`config.mk`:
```
export PLATFORM = sky130hd
export DESIGN_NAME = issue_controller
export DESIGN_NICKNAME = d
export VERILOG_FILES = /design/src/rtl/issue_controller_pkg.sv /design/src/rtl/issue_controller_pipe_tracker.sv /design/src/rtl/issue_controller.sv
export SDC_FILE = /design/constraint.sdc
export NUM_CORES = 1
export LEC_CHECK = 0
export CAP_MARGIN = 20
export CORE_UTILIZATION = 36
export DETAILED_ROUTE_END_ITERATION = 12
export GPL_ROUTABILITY_DRIVEN = 0
export PLACE_DENSITY_LB_ADDON = 0.12
export REMOVE_ABC_BUFFERS = 1
export SLEW_MARGIN = 20
export SYNTH_ARGS = -nofsm -noshare
export SYNTH_HDL_FRONTEND = slang
export SYNTH_SLANG_ARGS = --single-unit
```
`constraint.sdc`:
```
create_clock -name i_clk -period 1.8 [get_ports i_clk]
set_input_delay 0.45 -clock i_clk [delete_from_list [all_inputs] [get_ports i_clk]]
set_output_delay 0.45 -clock i_clk [all_outputs]
set_load 0.02 [all_outputs]
```
`src/rtl/issue_controller_pkg.sv`:
```
// Shared types and helpers for the decode-to-execute issue controller.
package issue_controller_pkg;

  localparam int REG_IDX_W = 5;

  typedef enum logic [1:0] {
    ISSUE_RUN    = 2'd0,
    ISSUE_DRAIN  = 2'd1,
    ISSUE_SERIAL = 2'd2
  } issue_state_t;

  // Register index 0 is hard-wired zero and therefore never a real dependency.
  function automatic logic reg_hit(input logic [REG_IDX_W-1:0] i_src,
                                   input logic [REG_IDX_W-1:0] i_dst);
    return (i_dst != '0) && (i_src == i_dst);
  endfunction

endpackage

```
`src/rtl/issue_controller_pipe_tracker.sv`:
```
// Per-stage valid shift register for issued instructions, plus the destination
// and load flag of whatever currently sits in EX.
module issue_controller_pipe_tracker
  import issue_controller_pkg::*;
#(
  parameter int DEPTH = 3
) (
  input  logic                 i_clk,
  input  logic                 i_rst_n,
  input  logic                 i_advance,
  input  logic                 i_issue,
  input  logic                 i_load,
  input  logic [REG_IDX_W-1:0] i_rd,
  output logic                 o_ex_valid,
  output logic [REG_IDX_W-1:0] o_ex_rd,
  output logic                 o_ex_load,
  output logic                 o_empty
);

  logic [DEPTH-1:0]     r_occ;
  logic [REG_IDX_W-1:0] r_ex_rd;
  logic                 r_ex_load;

  always_ff @(posedge i_clk or negedge i_rst_n) begin
    if (!i_rst_n) begin
      r_occ     <= '0;
      r_ex_rd   <= '0;
      r_ex_load <= 1'b0;
    end else if (i_advance) begin
      r_occ     <= {r_occ[DEPTH-2:0], i_issue};
      r_ex_rd   <= i_rd;
      r_ex_load <= i_load;
    end
  end

  // The WB-stage instruction retires on the advancing edge, so the pipe counts as
  // empty once nothing is left below it; an atomic may enter EX on that same edge.
  assign o_empty    = (r_occ[DEPTH-2:0] == '0);
  assign o_ex_valid = r_occ[0];
  assign o_ex_rd    = r_ex_rd;
  assign o_ex_load  = r_ex_load;

endmodule

```
`src/rtl/issue_controller.sv`:
```
// Decides each cycle whether the ID instruction issues, stalls or is flushed:
// load-use interlock, full serialisation of atomics, redirect flushes.
module issue_controller
  import issue_controller_pkg::*;
#(
  parameter int DEPTH = 3
) (
  input  logic                 i_clk,
  input  logic                 i_rst_n,
  input  logic                 i_id_valid,
  input  logic                 i_atomic,
  input  logic                 i_ma_res_sel,
  input  logic [REG_IDX_W-1:0] i_rs1,
  input  logic [REG_IDX_W-1:0] i_rs2,
  input  logic [REG_IDX_W-1:0] i_rd,
  input  logic                 i_ex_redirect,
  input  logic                 i_ma_stall,
  output logic                 o_issue,
  output logic                 o_id_stall,
  output logic                 o_flush,
  output logic                 o_busy
);

  issue_state_t         r_state;
  issue_state_t         w_state_next;
  logic                 w_advance;
  logic                 w_ex_valid;
  logic [REG_IDX_W-1:0] w_ex_rd;
  logic                 w_ex_load;
  logic                 w_empty;
  logic                 w_hazard;
  logic                 w_permit;
  logic                 w_issue;

  assign w_advance = !i_ma_stall;

  issue_controller_pipe_tracker #(
    .DEPTH (DEPTH)
  ) u_tracker (
    .i_clk      (i_clk),
    .i_rst_n    (i_rst_n),
    .i_advance  (w_advance),
    .i_issue    (w_issue),
    .i_load     (w_issue & i_ma_res_sel),
    .i_rd       (i_rd),
    .o_ex_valid (w_ex_valid),
    .o_ex_rd    (w_ex_rd),
    .o_ex_load  (w_ex_load),
    .o_empty    (w_empty)
  );

  assign w_hazard = w_ex_valid & w_ex_load &
                    (reg_hit(i_rs1, w_ex_rd) | reg_hit(i_rs2, w_ex_rd));

  assign w_permit = (r_state == ISSUE_RUN)   ? (i_atomic ? w_empty : !w_hazard) :
                    (r_state == ISSUE_DRAIN) ? w_empty : 1'b0;

  // Reset gates issue so nothing is reported as entering EX while held in reset.
  assign w_issue = i_rst_n & i_id_valid & w_permit & !i_ma_stall & !i_ex_redirect;

  always_ff @(posedge i_clk or negedge i_rst_n) begin
    if (!i_rst_n) begin
      r_state <= ISSUE_RUN;
    end else begin
      r_state <= w_state_next;
    end
  end

  always_comb begin
    w_state_next = r_state;
    case (r_state)
      ISSUE_RUN: begin
        if (i_id_valid && i_atomic && !i_ex_redirect) begin
          if (!w_empty) begin
            w_state_next = ISSUE_DRAIN;
          end else if (w_issue) begin
            w_state_next = ISSUE_SERIAL;
          end
        end
      end
      ISSUE_DRAIN: begin
        if (i_ex_redirect) begin
          w_state_next = ISSUE_RUN;
        end else if (w_issue) begin
          w_state_next = ISSUE_SERIAL;
        end
      end
      ISSUE_SERIAL: begin
        if (w_empty && !i_ma_stall) begin
          w_state_next = ISSUE_RUN;
        end
      end
      default: begin
        w_state_next = ISSUE_RUN;
      end
    endcase
  end

  assign o_issue    = w_issue;
  assign o_flush    = i_ex_redirect;
  assign o_id_stall = i_id_valid & !w_issue & !i_ex_redirect;
  assign o_busy     = (r_state != ISSUE_RUN);

endmodule
```
Word-level counts from Yosys, hierarchy flattened
Cells that the tools add are included.

Flip-flop bits (word level): 10. Input port bits: 22. Output and inout bits: 4. Word-level logic and storage cells: 43.

Eq/ne operators: 6. Multiplexer cells: 9. Bitwise gates (word level): 10. Reduce and logical (&&, ||, !) cells: 14.

Operator list (number): $eq 5x5->1 (2); $mux 2 (5); $and 1x1->1 (9); $pmux 2 s3 (1); $logic_and 1x1->1 (5); $reduce_bool 5->1 (1); $logic_not 1->1 (4); $logic_not 2->1 (2); $mux 1 (3); $eq 2x1->1 const B (1); $eq 2x2->1 const B (1); $ne 2x1->1 const B (1); $ne 2x2->1 const B (1); $reduce_and 2->1 (1); $reduce_bool 2->1 (1); $or 1x1->1 (1).

Depth between registers and ports, before layout
Gate-level depths: netlist (run 1).

Depth after elaboration: 14. Gate-level depth with buffers: 5. Depth with buffers taken out: 5.

Modules after synthesis
A second synthesis (run 1) with hierarchy kept.

Cells, all modules: 60. Area total of the unflattened synthesis: 673.1 um^2.

Modules (own cells, without submodules): issue_controller (times used 1, cells each 42, area each 337.8 um^2, seq. area each 50.0 um^2); issue_controller_pipe_tracker (times used 1, cells each 18, area each 335.3 um^2, seq. area each 200.2 um^2).

Least setup slack after synthesis (run 1)
Ideal clock, no wire load.

Kind: input to output. Start: in i_rs1[4]. End: out o_id_stall. Arrival time: 1.498 ns. Data required time: 1.350 ns. Setup slack: -0.148 ns. Stages on the path: 5. Path buffers: 0. Cells stage by stage: xnor2_1 nand3_1 o22ai_1 a211oi_1 nor3b_1.

Cells in the longest elaborated chain, start to end: 13.

RTL lines: from (decl) (line issue_controller.sv:13) `input logic [REG_IDX_W-1:0] i_rs1,`; $eq 5x5->1 (line issue_controller_pkg.sv:15) `return (i_dst != '0) && (i_src == i_dst);`; $logic_and 1x1->1 (line issue_controller_pkg.sv:15); $or 1x1->1 (line issue_controller.sv:53) `(reg_hit(i_rs1, w_ex_rd) | reg_hit(i_rs2, w_ex_rd));`; $and 1x1->1 (line issue_controller.sv:52) `assign w_hazard = w_ex_valid & w_ex_load &`; $logic_not 1->1 (line issue_controller.sv:55) `assign w_permit = (r_state == ISSUE_RUN) ? (i_atomic ? w_empty : !w_hazard) :`; $mux 1 (2 in series) (line issue_controller.sv:55); $and 1x1->1 (3 in series) (line issue_controller.sv:59) `assign w_issue = i_rst_n & i_id_valid & w_permit & !i_ma_stall & !i_ex_redirect;`; $logic_not 1->1 (line issue_controller.sv:101) `assign o_id_stall = i_id_valid & !w_issue & !i_ex_redirect;`; $and 1x1->1 (2 in series) (line issue_controller.sv:101); to (decl) (line issue_controller.sv:19) `output logic o_id_stall,`.

No other way between the ends.

Worst setup path after layout (run 1)
Start: reg u_tracker.r_ex_rd[1], in the netlist u_tracker.o_ex_rd[1]. End: out o_id_stall.

Cells in the longest elaborated chain, start to end: 13. Elaborated cells between the ends (all ways): 16. Classes of those cells: eq/ne (2); mux (2); bitwise (7); reduce/logical (5).

RTL lines: from (decl) (line issue_controller_pipe_tracker.sv:21) `logic [REG_IDX_W-1:0] r_ex_rd;`; from (signal assigned) (line issue_controller_pipe_tracker.sv:31) `r_ex_rd <= i_rd;`; $eq 5x5->1 / $reduce_bool 5->1 (equally long branches) (line issue_controller_pkg.sv:15); $logic_and 1x1->1 (line issue_controller_pkg.sv:15); $or 1x1->1 (*) (line issue_controller.sv:53); $and 1x1->1 (*) (line issue_controller.sv:52); $logic_not 1->1 (*) (line issue_controller.sv:55); $mux 1 (*) (2 in series) (line issue_controller.sv:55); $and 1x1->1 (*) (3 in series) (line issue_controller.sv:59); $logic_not 1->1 (*) (line issue_controller.sv:101); $and 1x1->1 (*) (2 in series) (line issue_controller.sv:101).

Mark *: on every way between the ends. The rest lies on a longest branch, timed or not.

==> results of run 1 <==
-- worst paths after layout --
path	endpoint	slack (ns)	depth (start not counted)
max in group asynchronous	u_tracker.o_ex_load	1.08	2
worst max-delay path	o_id_stall	-0.54	6
worst min register to register	r_state[0]	0.54	2
worst max register to register	r_state[1]	0.02	5
worst min-delay path	r_state[0]	0.54	2
min in group asynchronous	u_tracker.r_occ[1]	0.57	2
-- stage by stage --
stage / TNS [ns] / hold slack, ns
final: -1.04 / 0.544
after global routing: -1.18 / 0.576
after CTS: -0.991 / 0.544
after detailed placement: -2.64 / 0.534
after global placement: -2.60 / 0.524
after floorplan: -0.277 / 0.154
-- placed cells by master, fill, tap and decap left out, types with 2 or more instances in the layout --
master           instances
buf_4                   18
clkbuf_4                 3
o22ai_2                  3
o31ai_1                  2
mux2_2                   5
dfrtp_1                 10
xnor2_1                 10
nand4bb_1                2
clkdlybuf4s50_1         21
nand3_1                  2
inv_1                    3
nor2_1                   4
nand2_1                  3
-- flip-flops by register name, summed over array words and instances (netlist names) --
name	flops
r_state	2
u_tracker.o_ex_load	1
u_tracker.o_ex_rd	5
u_tracker.r_occ	2
-- per-layer routing --
| metal | part of all wire [%] | vias to the layer above | global-route usage [%] |
|---|---|---|---|
| met4 | 1.4 | 0 | 7.50 |
| li1 | - | 310 | - |
| met2 | 48 | 18 | 32.7 |
| met5 | 0 | - | 0 |
| met3 | 5.1 | 4 | 6.67 |
| met1 | 45 | 293 | 27.7 |
-- where the power goes --
group          total (mW)  internal, mW  switching, mW  leakage [nW]
logic               0.263         0.154          0.109         0.306
registers           0.263         0.246         0.0164         0.126
clock network       0.153        0.0773         0.0755        0.0138
-- final cells by class --
| type | count | share of cell area [%] |
|---|---|---|
| Inverter | 3 | 1.05 |
| Timing Repair Buffer | 43 | 35.7 |
| Tap cell | 16 | 1.87 |
| Multi-Input combinational cell | 46 | 35.8 |
| Clock buffer | 3 | 2.11 |
| Sequential cell | 10 | 23.4 |
-- critical path: stages (launching register included) --
cell and delay, ns:
dfrtp_1 0.38, or4_4 0.55, o21ai_4 0.20, nor3_2 0.07, a211oi_2 0.19, nor3b_1 0.08
buf_2 0.16
-- logic make-up after synthesis --
| kind of cell | count (synthesis) | share of synthesized area, % |
|---|---|---|
| AND/OR/NAND/NOR | 17 | 15.8 |
| AO/OA/AOI/OAI | 14 | 16.8 |
| XOR/XNOR | 10 | 14.2 |
| flip-flops | 10 | 40.5 |
| multiplexers | 5 | 9.11 |
| buffers and inverters | 5 | 3.64 |
-- repair_timing --
| action | in CTS | in global routing |
|---|---|---|
| pin swaps | 5 | 1 |
| gates resized for setup | 21 | 1 |
| endpoints found under the setup margin | 4 | 4 |
| gates cloned | 0 | 0 |
==> reports/results.ini, run 1 <==
[synthesis]
syn_area_per_cell_um2=10.1
ys_seq_area_share_pct=40.5
synth_cells=61
synth_edf_count=0
synth_area_leader_cell=dfrtp_1
synth-seq-cells=10
synth_top_area_share_pct=40.5
synth.area.top_cells=dfrtp_1, xnor2_1, mux2_2
yosys_warnings=0
netlist_top_cells_count=dfrtp_1, xnor2_1, mux2_2, nor2_1
synthDistinctLibCells=27
synth_async_sr_flop_share_pct=100
ys.flop_type=dfrtp_1
syn-cell-area_um2=618

[power]
leakagePower_nw=0.446
total_power_mw=0.678
p_per_area_nw_per_um2=635
ir_drop_uv=363

[clock_network]
numCtsBuffers=3
cts_tree=built
post_cts_buffers=0
clk_path_buf_depth=2
cts_hold_buf=0
insertion_delay_ns=0.26
h-tree-depth=1
cts.clk_slew.worst_paths_ns=0.06
cts_sinks=10
cts_root_buf=clkbuf_4

[layout]
fin_cells=121
seq_area_um2=250
antenna_cells=0
stdcell_area_um2=1070
area_growth_syn_to_layout_pct=72.9
fill_cells=131
fin_util_pct=68.5
final_nets=129
multiInputGateArea_um2=383
drive_above_1_share_pct=36.2

[floorplanning]
fp.dieW_um=43.4
num_rows=14
start_util_pct=39.6
core_um2=1560
die_h_um=43.4
dieArea_um2=1890
num_io_pins=26

[sta]
skew_ns=0.00220
worst-slew-pin-transition_ns=0.286
min_period_over_period_pct=130
clock.fmax_mhz=427
period_needed_ns=2.34
maxSlewHeadroom_pct=80.7
rsz0062_at_grt=true
finalSetupViolations=2
maxSlewViolCount=0
timing.final.ws_setup_ns=-0.540
hold_viol=0

[placed_design]
port_buffers=25
place_ws_ns=-0.943
place_area_um2=1010
placed_cells=118
dp_hpwl_mm=1.36

[hold_path]
worstHoldStart=r_state[1]
hp-class=register to register

[routing]
vias=625
viasPerCell=5.17
first_iter_violations=13
postRouteAntennaNets=0
remaining_drc_errors=0
dr.pass1.iters=4
finalWirelength_mm=1.79
wire_per_inst_um=14.8

[setup_path]
worst-path-max-fanout=2
r2r_start=u_tracker.o_ex_rd[1]
cp-startpoint=u_tracker.o_ex_rd[1]
end_kind=primary output
startpoint_type=register
critPathRequiredTime_ns=1.35
path_class=register to primary output
cp.arrival_ns=1.89

[run]
drv_cap=0

[global_routing]
grt_overflow=0
track_usage_pct=21.1
antenna_found_initial=0
grt_pass1_vias=615
grt_pass1_wl_mm=2.79
grt_max_degree=12

[outcome]
status=complete, but fails checks
violations=negative setup slack

Power figures use the tool's default switching activity.
==> run 2, diff against run 1 <==
Settings changed: CORE_UTILIZATION 36 to 38, GPL_TIMING_DRIVEN set to 0, SYNTH_HIERARCHICAL set to 1.
==> reports/results.ini, run 2 <==
[outcome]
status=complete, but fails checks  ; unchanged
violations=negative setup slack  ; unchanged

[power]
leakagePower_nw=0.519  ; was 0.446 nW
p_per_area_nw_per_um2=557  ; was 635 nW/um^2
ir_drop_uv=375  ; was 363 uV

[global_routing]
antenna_found_initial=0  ; unchanged
grt-busiest-layer=met2  ; unchanged
grt_use_met1_pct=27.9  ; was 27.7%
use_met2_pct=29.1  ; was 32.7%
use_met3_pct=7.76  ; was 6.67%
track_usage_pct=19.9  ; was 21.1%
grt_pass1_wl_mm=2.73  ; was 2.79 mm
grt_max_degree=12  ; unchanged
grt_pass1_vias=575  ; was 615
grt_overflow=0  ; unchanged

[routing]
vias=608  ; was 625
postRouteAntennaNets=0  ; unchanged
first_iter_violations=24  ; was 13
finalWirelength_mm=1.82  ; was 1.79 mm
remaining_drc_errors=0  ; unchanged
dr.pass1.iters=6  ; was 4
viasPerCell=5.38  ; was 5.17
wire_per_inst_um=16.1  ; was 14.8 um

[layout]
final_cell_mix=clkdlybuf4s50_1, buf_4, xnor2_1, dfrtp_1, mux2_4  ; was clkdlybuf4s50_1, buf_4, xnor2_1, dfrtp_1, mux2_2
antenna_cells=0  ; unchanged
area_growth_syn_to_layout_pct=65.2  ; was 72.9%
mostFrequentLayoutCell=clkdlybuf4s50_1  ; unchanged
stdcell_area_um2=1110  ; was 1070 um^2
fin_cells=113  ; was 121
fin_util_pct=70.6  ; was 68.5%
final_nets=121  ; was 129
drive_above_1_share_pct=41.2  ; was 36.2%
largest_register_ffs=5  ; unchanged

[run]
drv_cap=0  ; unchanged

[setup_path]
end_kind=primary output  ; unchanged
worst-path-max-fanout=3  ; was 2
path_class=register to primary output  ; unchanged
startpoint_type=register  ; unchanged
cp_num_buf_inv=1  ; unchanged
slowest_stage=or4_4  ; unchanged
cpPeakStageDelay_ns=0.52  ; was 0.55 ns
worstPathCellList=or4_4 -> o21a_4 -> a211oi_2 -> buf_4  ; was or4_4 -> o21ai_4 -> nor3_2 -> a211oi_2 -> nor3b_1 -> buf_2
critPathRequiredTime_ns=1.35  ; about the same
cp.arrival_ns=1.90  ; was 1.89 ns
path_delay_family=simple AND/OR/NAND/NOR gates  ; unchanged

[sta]
min_period_over_period_pct=130  ; about the same
maxSlewHeadroom_pct=66.3  ; was 80.7%
timing.final.ws_setup_ns=-0.547  ; was -0.540 ns
hold_viol=0  ; unchanged
skew_ns=0.00461  ; was 0.00220 ns
rsz0062_at_grt=true  ; unchanged
worst-slew-pin-transition_ns=0.506  ; was 0.286 ns
maxSlewViolCount=0  ; unchanged
finalSetupViolations=3  ; was 2
period_needed_ns=2.35  ; was 2.34 ns
clock.fmax_mhz=426  ; was 427 MHz

[clock_network]
cts_root_buf=clkbuf_4  ; unchanged
cts_tree=built  ; unchanged
cts_sinks=10  ; unchanged
numCtsBuffers=3  ; unchanged
clk_path_buf_depth=2  ; unchanged
insertion_delay_ns=0.26  ; about the same
h-tree-depth=1  ; unchanged
cts.clk_slew.worst_paths_ns=0.06  ; about the same
cts_hold_buf=0  ; unchanged

[floorplanning]
num_io_pins=26  ; unchanged
core_um2=1580  ; was 1560 um^2
num_rows=14  ; unchanged
fp.dieW_um=44.1  ; was 43.4 um
start_util_pct=42.7  ; was 39.6%
dieArea_um2=1940  ; was 1890 um^2
die_h_um=44.1  ; was 43.4 um

[hold_path]
hp-class=input pin to async pin  ; was register to register

[placed_design]
port_buffers=25  ; unchanged
dp_hpwl_mm=1.07  ; was 1.36 mm
placed_cells=99  ; was 118
place_ws_ns=-1.45  ; was -0.943 ns
place_area_um2=925  ; was 1010 um^2

[synthesis]
netlist_top_cells_count=dfrtp_1, xnor2_1, mux2_4, nand3_1, nor2_1  ; was dfrtp_1, xnor2_1, mux2_2, nor2_1
synth_area_leader_cell=dfrtp_1  ; unchanged
syn_area_per_cell_um2=11.2  ; was 10.1 um^2
synth_top_area_share_pct=37.2  ; was 40.5%
ys_seq_area_share_pct=37.2  ; was 40.5%
synth_edf_count=0  ; unchanged
yosys_warnings=6  ; was 0
synth_async_sr_flop_share_pct=100  ; unchanged
ys.flop_type=dfrtp_1  ; unchanged
syn-cell-area_um2=673  ; was 618 um^2
synth.area.top_cells=dfrtp_1, mux2_4, xnor2_1  ; was dfrtp_1, xnor2_1, mux2_2
synth_cells=60  ; was 61
synthDistinctLibCells=24  ; was 27
synth-seq-cells=10  ; unchanged

## run 2: cell types whose count changed after synthesis, sizes merged, moves of 2 or more
cell and delta:
mux2 +3, nand3 +2, nand4bb -2, o21ai -2, o22ai -2
## run 2: layout make-up
cell class / instances / area [um^2]
multi-input cells: 45 / 465
fillers: 114 / 464
repair buffers: 36 / 342
flip-flops and latches: 10 / 251
clock buffers: 3 / 22.5
well taps: 16 / 20.0
inverters: 3 / 11.3
## run 2: worst register-to-register path, delay by kind of cell, from the launching register on
kind	cells	cell delay, ns
AOI/OAI and AO/OA	2	0.52
and+or+nand+nor	1	0.52
buffers and inverters	2	0.25
DFF	1	0.39
muxes	1	0.12
## run 2: worst paths after layout
kind                                             end  slack, ns  cells after the start                  from
max in group asynchronous                 r_state[0]       1.51                      1               i_rst_n
worst max-delay path                         o_issue      -0.55                      4  u_tracker/o_ex_rd[2]
worst min-delay path            u_tracker/o_ex_rd[3]       0.05                      1               i_rst_n
min in group i_clk                        r_state[0]       0.54                      1            r_state[0]
worst max register to register    u_tracker/r_occ[0]      -0.07                      6  u_tracker/o_ex_rd[2]
worst min register to register            r_state[0]       0.54                      1            r_state[0]
## run 2: metal layers
layer	routed length (um)	up-vias
li1	-	289
met1	803	293
met2	887	24
met3	111	2
met4	16	0
met5	0	-
## run 2: kinds of logic (layout without fill, tap and decap cells)
kind of cell	count (synthesis)	after routing	synth area share [%]
and+or+nand+nor	16	16	12.1
xor gates and xnor gates	10	10	13.0
AOI/OAI and AO/OA	11	11	15.4
DFF	10	10	37.2
buffers and inverters	5	42	4.46
muxes	8	8	17.8
## run 2: timing repair
| item | 4_1_cts | 5_1_grt |
|---|---|---|
| pin swaps | 5 | 8 |
| gates resized for setup | 20 | 19 |
| setup endpoints to repair | 8 | 5 |
| setup buffers | 7 | 6 |
| cloned | 0 | 0 |
## run 2: per-stage QoR
stage	hold slack (ns)	TNS, ns	power, mW
6_report	0.0484	-1.11	0.620
3_5_place_dp	0.502	-4.90	0.426
5_1_grt	0.0657	-1.47	0.649
4_1_cts	0.234	-0.935	0.602
3_3_place_gp	0.502	-4.70	0.423
2_1_floorplan	0.154	-0.796	0.345
## run 2: where the power goes
part	total (mW)	internal, mW	switching, mW
Combinational	0.213	0.123	0.0894
Sequential	0.258	0.240	0.0178
Clock	0.149	0.0771	0.0723
